File: config.mk
export PLATFORM = sky130hd
export DESIGN_NAME = cdp_rdma_group_ctrl
export DESIGN_NICKNAME = d
export VERILOG_FILES = /design/src/rtl/cdp_rdma_group_ctrl_pkg.sv /design/src/rtl/cdp_rdma_group_ctrl_cnt.sv /design/src/rtl/cdp_rdma_group_ctrl.sv
export SDC_FILE = /design/constraint.sdc
export NUM_CORES = 1
export LEC_CHECK = 0
export ABC_AREA = 1
export ABC_CLOCK_PERIOD_IN_PS = 1900
export BUFFER_PORTS_ARGS = -buffer_cell sky130_fd_sc_hd__buf_2
export CORE_UTILIZATION = 40
export DETAILED_ROUTE_END_ITERATION = 10
export GPL_TIMING_DRIVEN = 0
export HOLD_SLACK_MARGIN = 0.15
export PLACE_DENSITY = 0.65
export SYNTH_ARGS = -nofsm -noshare
export SYNTH_HDL_FRONTEND = slang
export SYNTH_SLANG_ARGS = --single-unit
File: constraint.sdc
create_clock -name nvdla_core_clk -period 1.9 [get_ports nvdla_core_clk]
set_clock_uncertainty 0.2 [all_clocks]
set_input_delay 0.38 -clock nvdla_core_clk [delete_from_list [all_inputs] [get_ports nvdla_core_clk]]
set_output_delay 0.38 -clock nvdla_core_clk [all_outputs]
set_load 0.05 [all_outputs]
File: src/rtl/cdp_rdma_group_ctrl_pkg.sv
`default_nettype none
// +--------------------------------------------------------------------------+
// | cdp_rdma_group_ctrl_pkg: shared encodings for the CDP RDMA group ctrl    |
// | Revision: 1.0                                                            |
// +--------------------------------------------------------------------------+
package cdp_rdma_group_ctrl_pkg;

  localparam int CNT_W = 4;

  localparam logic [1:0] ST_IDLE    = 2'd0;
  localparam logic [1:0] ST_RUNNING = 2'd1;
  localparam logic [1:0] ST_PENDING = 2'd2;

  localparam logic [1:0] FSM_IDLE = 2'd0;
  localparam logic [1:0] FSM_LOAD = 2'd1;
  localparam logic [1:0] FSM_RUN  = 2'd2;
  localparam logic [1:0] FSM_GAP  = 2'd3;

  // A group owned by an active LOAD/RUN reports RUNNING even while its op_en is still set.
  function automatic logic [1:0] group_status(input logic owned_busy, input logic en);
    if (owned_busy) return ST_RUNNING;
    else if (en)    return ST_PENDING;
    else            return ST_IDLE;
  endfunction

endpackage
`default_nettype wire

File: src/rtl/cdp_rdma_group_ctrl_cnt.sv
`default_nettype none
// +--------------------------------------------------------------------------+
// | cdp_rdma_group_cnt: loadable down-counter with zero flag (LOAD and GAP)  |
// | Revision: 1.0                                                            |
// +--------------------------------------------------------------------------+
module cdp_rdma_group_cnt
  import cdp_rdma_group_ctrl_pkg::*;
(
  input  logic             nvdla_core_clk,
  input  logic             nvdla_core_rst,
  input  logic             load,
  input  logic [CNT_W-1:0] load_val,
  input  logic             dec,
  output logic [CNT_W-1:0] cnt_nxt,
  output logic             zero
);

  logic [CNT_W-1:0] r_cnt;

  always_comb begin
    cnt_nxt = r_cnt;
    if (load)
      cnt_nxt = load_val;
    else if (dec && (r_cnt != '0))
      cnt_nxt = r_cnt - CNT_W'(1);
  end

  always_ff @(posedge nvdla_core_clk) begin
    if (nvdla_core_rst)
      r_cnt <= '0;
    else
      r_cnt <= cnt_nxt;
  end

  assign zero = (r_cnt == '0);

endmodule
`default_nettype wire

File: src/rtl/cdp_rdma_group_ctrl.sv
`default_nettype none
// +--------------------------------------------------------------------------+
// | cdp_rdma_group_ctrl: ping-pong group sequencer for the CDP RDMA datapath |
// | Optional: CDP_RDMA_GROUP_PROT_EN adds reg_group_wr / sticky prot_err     |
// | Revision: 1.0                                                            |
// +--------------------------------------------------------------------------+
module cdp_rdma_group_ctrl
  import cdp_rdma_group_ctrl_pkg::*;
#(
  parameter int LOAD_CYCLES = 1,
  parameter int IDLE_GAP    = 0
) (
  input  logic       nvdla_core_clk,
  input  logic       nvdla_core_rst,
  input  logic       producer,
  input  logic [1:0] op_en_set,
  input  logic       op_done,
`ifdef CDP_RDMA_GROUP_PROT_EN
  input  logic       reg_group_wr,
  output logic       prot_err,
`endif
  output logic       consumer,
  output logic [1:0] status_0,
  output logic [1:0] status_1,
  output logic [1:0] op_en,
  output logic       op_load,
  output logic       op_group,
  output logic       dp_busy,
  output logic [1:0] done_intr
);

  localparam logic [CNT_W-1:0] c_load_init = CNT_W'(LOAD_CYCLES - 1);
  localparam logic [CNT_W-1:0] c_gap_init  = CNT_W'(IDLE_GAP - 1);

  logic [1:0]       r_state;
  logic [1:0]       w_state_nxt;
  logic             r_consumer;
  logic [1:0]       r_op_en;
  logic             r_op_load;
  logic             r_dp_busy;
  logic [1:0]       r_done_intr;
  logic             w_cnt_load;
  logic [CNT_W-1:0] w_cnt_val;
  logic             w_cnt_dec;
  logic [CNT_W-1:0] w_cnt_nxt;
  logic             w_cnt_zero;
  logic             w_done_fire;
  logic [1:0]       w_cons_mask;
  logic             w_busy_state;
  logic [1:0]       w_status [2];

  cdp_rdma_group_cnt u_cnt (
    .nvdla_core_clk (nvdla_core_clk),
    .nvdla_core_rst (nvdla_core_rst),
    .load           (w_cnt_load),
    .load_val       (w_cnt_val),
    .dec            (w_cnt_dec),
    .cnt_nxt        (w_cnt_nxt),
    .zero           (w_cnt_zero)
  );

  assign w_cons_mask = r_consumer ? 2'b10 : 2'b01;

  always_comb begin
    w_state_nxt = r_state;
    w_cnt_load  = 1'b0;
    w_cnt_val   = '0;
    w_cnt_dec   = 1'b0;
    w_done_fire = 1'b0;
    case (r_state)
      FSM_IDLE: begin
        if ((r_op_en & w_cons_mask) != 2'b00) begin
          w_state_nxt = FSM_LOAD;
          w_cnt_load  = 1'b1;
          w_cnt_val   = c_load_init;
        end
      end
      FSM_LOAD: begin
        if (w_cnt_zero) w_state_nxt = FSM_RUN;
        else            w_cnt_dec   = 1'b1;
      end
      FSM_RUN: begin
        if (op_done) begin
          w_done_fire = 1'b1;
          if (IDLE_GAP > 0) begin
            w_state_nxt = FSM_GAP;
            w_cnt_load  = 1'b1;
            w_cnt_val   = c_gap_init;
          end else begin
            w_state_nxt = FSM_IDLE;
          end
        end
      end
      FSM_GAP: begin
        if (w_cnt_zero) w_state_nxt = FSM_IDLE;
        else            w_cnt_dec   = 1'b1;
      end
      default: w_state_nxt = FSM_IDLE;
    endcase
  end

  // Completion clear is applied after the set, so a set racing the clear of the same group is lost.
  always_ff @(posedge nvdla_core_clk) begin
    if (nvdla_core_rst) begin
      r_state     <= FSM_IDLE;
      r_consumer  <= 1'b0;
      r_op_en     <= 2'b00;
      r_op_load   <= 1'b0;
      r_dp_busy   <= 1'b0;
      r_done_intr <= 2'b00;
    end else begin
      r_state     <= w_state_nxt;
      r_op_load   <= (w_state_nxt == FSM_LOAD) && (w_cnt_nxt == '0);
      r_dp_busy   <= (w_state_nxt == FSM_LOAD) || (w_state_nxt == FSM_RUN);
      r_done_intr <= w_done_fire ? w_cons_mask : 2'b00;
      r_op_en     <= (r_op_en | op_en_set) & ~(w_done_fire ? w_cons_mask : 2'b00);
      if (w_done_fire)
        r_consumer <= ~r_consumer;
    end
  end

  assign w_busy_state = (r_state == FSM_LOAD) || (r_state == FSM_RUN);
  assign w_status[0]  = group_status(w_busy_state && !r_consumer, r_op_en[0]);
  assign w_status[1]  = group_status(w_busy_state &&  r_consumer, r_op_en[1]);

  assign consumer  = r_consumer;
  assign op_group  = r_consumer;
  assign op_en     = r_op_en;
  assign op_load   = r_op_load;
  assign dp_busy   = r_dp_busy;
  assign done_intr = r_done_intr;
  assign status_0  = w_status[0];
  assign status_1  = w_status[1];

`ifdef CDP_RDMA_GROUP_PROT_EN
  logic r_prot_err;

  always_ff @(posedge nvdla_core_clk) begin
    if (nvdla_core_rst)
      r_prot_err <= 1'b0;
    else if (reg_group_wr && (w_status[producer] != ST_IDLE))
      r_prot_err <= 1'b1;
  end

  assign prot_err = r_prot_err;
`else
  logic w_unused_producer;
  assign w_unused_producer = producer;
`endif

endmodule
`default_nettype wire

==> impl_metrics.ini <==
[run_status]
status = finished, violations left
violations = setup timing

[synth]
synth_edf_count = 0
netlist.area_leader.share_pct = 36.6
ys.flop_type = dfxtp_1
syn-instance-count = 99
yosysTopAreaCell = dfxtp_1
synth_most_common_cell = inv_1
synth_area_per_cell_um2 = 7.18
synth_nets = 112
ys_ff_latch = 13
ys_top_cells_by_count = inv_1 (20), nor2_1 (17), nand2_1 (15)
ys_seq_area_share_pct = 36.6
ys_warn_count = 0
synth_area_leaders = dfxtp_1 (37%), ha_1 (12%), inv_1 (11%), nor2_1 (9.0%), nand2_1 (7.9%)
netlist_area_um2 = 711
async_reset_ff_share_pct = 0
synth_cell_types = 19

[finish]
diodes = 0
fin_nets = 137
nFillCells = 144
postLayoutCellArea_um2 = 973
multiInputGateArea_um2 = 422
regArea_um2 = 267
drive_above_1_share_pct = 38.2
area_growth_pct = 37.0

[timing]
relSlewSlack_pct = 83.5
setup_violations = 2
rsz0062_at_grt = yes
worstMarginPinSlew_ns = 0.250
fin_crit_ns = 1.92
slew_violations = 0
final_hold_viol_count = 0
setup_slack_ns = -0.0201
fin_crit_sh_pct = 101
final.setup.tns_ns = -0.0351
fmax_ghz = 0.521

[run]
drv_cap = 0

[pwr]
power.leakage_uw = 0.000509
ir_drop_v = 0.000462
pwr_density_cell_nw_per_um2 = 664

[setup_path]
max_stage_delay_ns = 0.37
ff2ff_path_depth = 13
critPathLaunchType = flip-flop
r2r_slack_ns = 0.08
cp_data_required_time_ns = 1.32
critPathSlowestCell = dfxtp_2
r2r_start = r_state[1]$_SDFF_PP0_
end_kind = output port
crit_chain = inv_4, ha_4, nand2_4, clkinvlp_4, nor2_4, buf_8
cp.arrival_ns = 1.34
critPathLaunch = r_state[1]$_SDFF_PP0_
endpoint = status_1[1]
cp_max_fo = 4
path_class = reg -> out
reg2reg_to = op_load$_SDFF_PP0_

[placement]
port_buffers = 16
gp_congestion = 0.786
hpwl_um = 1090
placed_area_um2 = 856

[cts]
htree_levels = 1
tritoncts = built
path_clk_slew_ns = 0.07
cts_sinks = 13
clock_latency_ns = 0.26
clockRootBuffer = clkbuf_4
clockBufferDepth = 2
numCtsBuffers = 3

[route]
ant_nets = 0
first_pass_iters = 4
num_vias = 638
routedWlPerCell_um = 10.6
drtIter0Drc = 6
drc_errors = 0
wl_um = 1480
drt-vias-per-instance = 4.59

[floorplan]
dieWidth_um = 44.2
dieArea_um2 = 1950
die_h_um = 44.2
fp-row-count = 14
design.core.area_um2 = 1580
io_pins = 18
initial_utilization_pct = 45.1

[global_routing]
gr-total-overflow = 0
grt_usage_pct = 16.8
grt_busiest_layer = met2
grt_pass1_wl_um = 2390
grt_util_met2_pct = 26.2
grt_use_met1_pct = 23.0
grt_antenna_before_repair = 0
grt_max_degree = 11
grt_util_met3_pct = 1.22
grt_pass1_vias = 590

[hold_path]
hold_path.class = in -> reg
layout by cell type, fill, tap and decap left out, types with 3 or more instances in the layout:
cell type / n
inv_1: 15
nor2_1: 14
nand2_1: 13
buf_2: 13
dfxtp_1: 10
nand3_1: 7
ha_1: 5
buf_4: 5
inv_2: 4
a21oi_1: 3
nor2_4: 3
clkbuf_4: 3
routing by layer:
layer / wire length (um) / share of wire (%)
met5: 0 / 0
met4: 12 / 0.81
met3: 27 / 1.8
met2: 727 / 49
met1: 713 / 48
timing repair:
item / 4_1_cts / 5_1_grt
hold buffers: 1 / 0
endpoints found under the hold margin: 1 / 0
resized for setup: 8 / 14
cloned: 0 / 0
setup endpoints to repair: 5 / 6
pin swaps: 1 / 4
setup buffers: 0 / 3
cells by family after synthesis:
family	after synthesis	share of synthesized area, %
buf+inv	23	12.9
fa+ha+maj	7	12.3
flops	13	36.6
simple gates	48	32.4
compound gates	8	5.81
worst min-delay path by stage:
stage	to	slack, ns	start	cells past startpoint
floorplan	op_en[1]$_SDFF_PP0_	0.31	op_en_set[1]	2
global placement	op_en[1]$_SDFF_PP0_	0.32	op_en[1]$_SDFF_PP0_	2
detailed placement	op_en[1]$_SDFF_PP0_	0.32	op_en[1]$_SDFF_PP0_	2
CTS	op_load$_SDFF_PP0_	0.18	nvdla_core_rst	4
global route	op_load$_SDFF_PP0_	0.21	nvdla_core_rst	4
finish	op_load$_SDFF_PP0_	0.19	nvdla_core_rst	4
critical path, delay by kind of cell (launching register included):
family                   cells  cell delay, ns
flip-flops                   1            0.37
buffers and inverters        3            0.30
adder cells (fa/ha/maj)      1            0.25
AND/OR/NAND/NOR              2            0.17
flip-flops by register name (all words and copies together), names as in the netlist:
| register | flops |
|---|---|
| u_cnt.r_cnt | 4 |
| done_intr | 2 |
| op_en | 2 |
| r_state | 2 |
| consumer | 1 |
| dp_busy | 1 |
| op_load | 1 |
layout make-up:
cell class	count	share of cell area, %
plain buffers	2	1.29
clock buffers	4	2.70
inverters	21	8.74
multi-input cells	63	43.3
flip-flops and latches	13	27.4
well taps	16	2.06
repair buffers	20	14.5
power by group:
part | switching (uW) | internal, uW
Combinational | 127 | 65.0
Sequential | 9.71 | 285
Clock | 78.0 | 81.1
Total | 215 | 431
per-stage QoR:
| stage | power, uW | std cells | worst slack (ns) | hold WS [ns] | utilization [%] |
|---|---|---|---|---|---|
| floorplan | 427 | 99 | -0.00715 | 0.309 | - |
| global placement | 460 | 131 | 0.00283 | 0.317 | 54.3 |
| detailed placement | 462 | 131 | -0.00826 | 0.316 | 54.3 |
| CTS | 635 | 136 | -0.0622 | 0.183 | 57.9 |
| global route | 682 | 139 | -0.0816 | 0.214 | 61.7 |
| finish | 646 | 139 | -0.0201 | 0.186 | 61.7 |
Power figures use the tool's default switching activity.
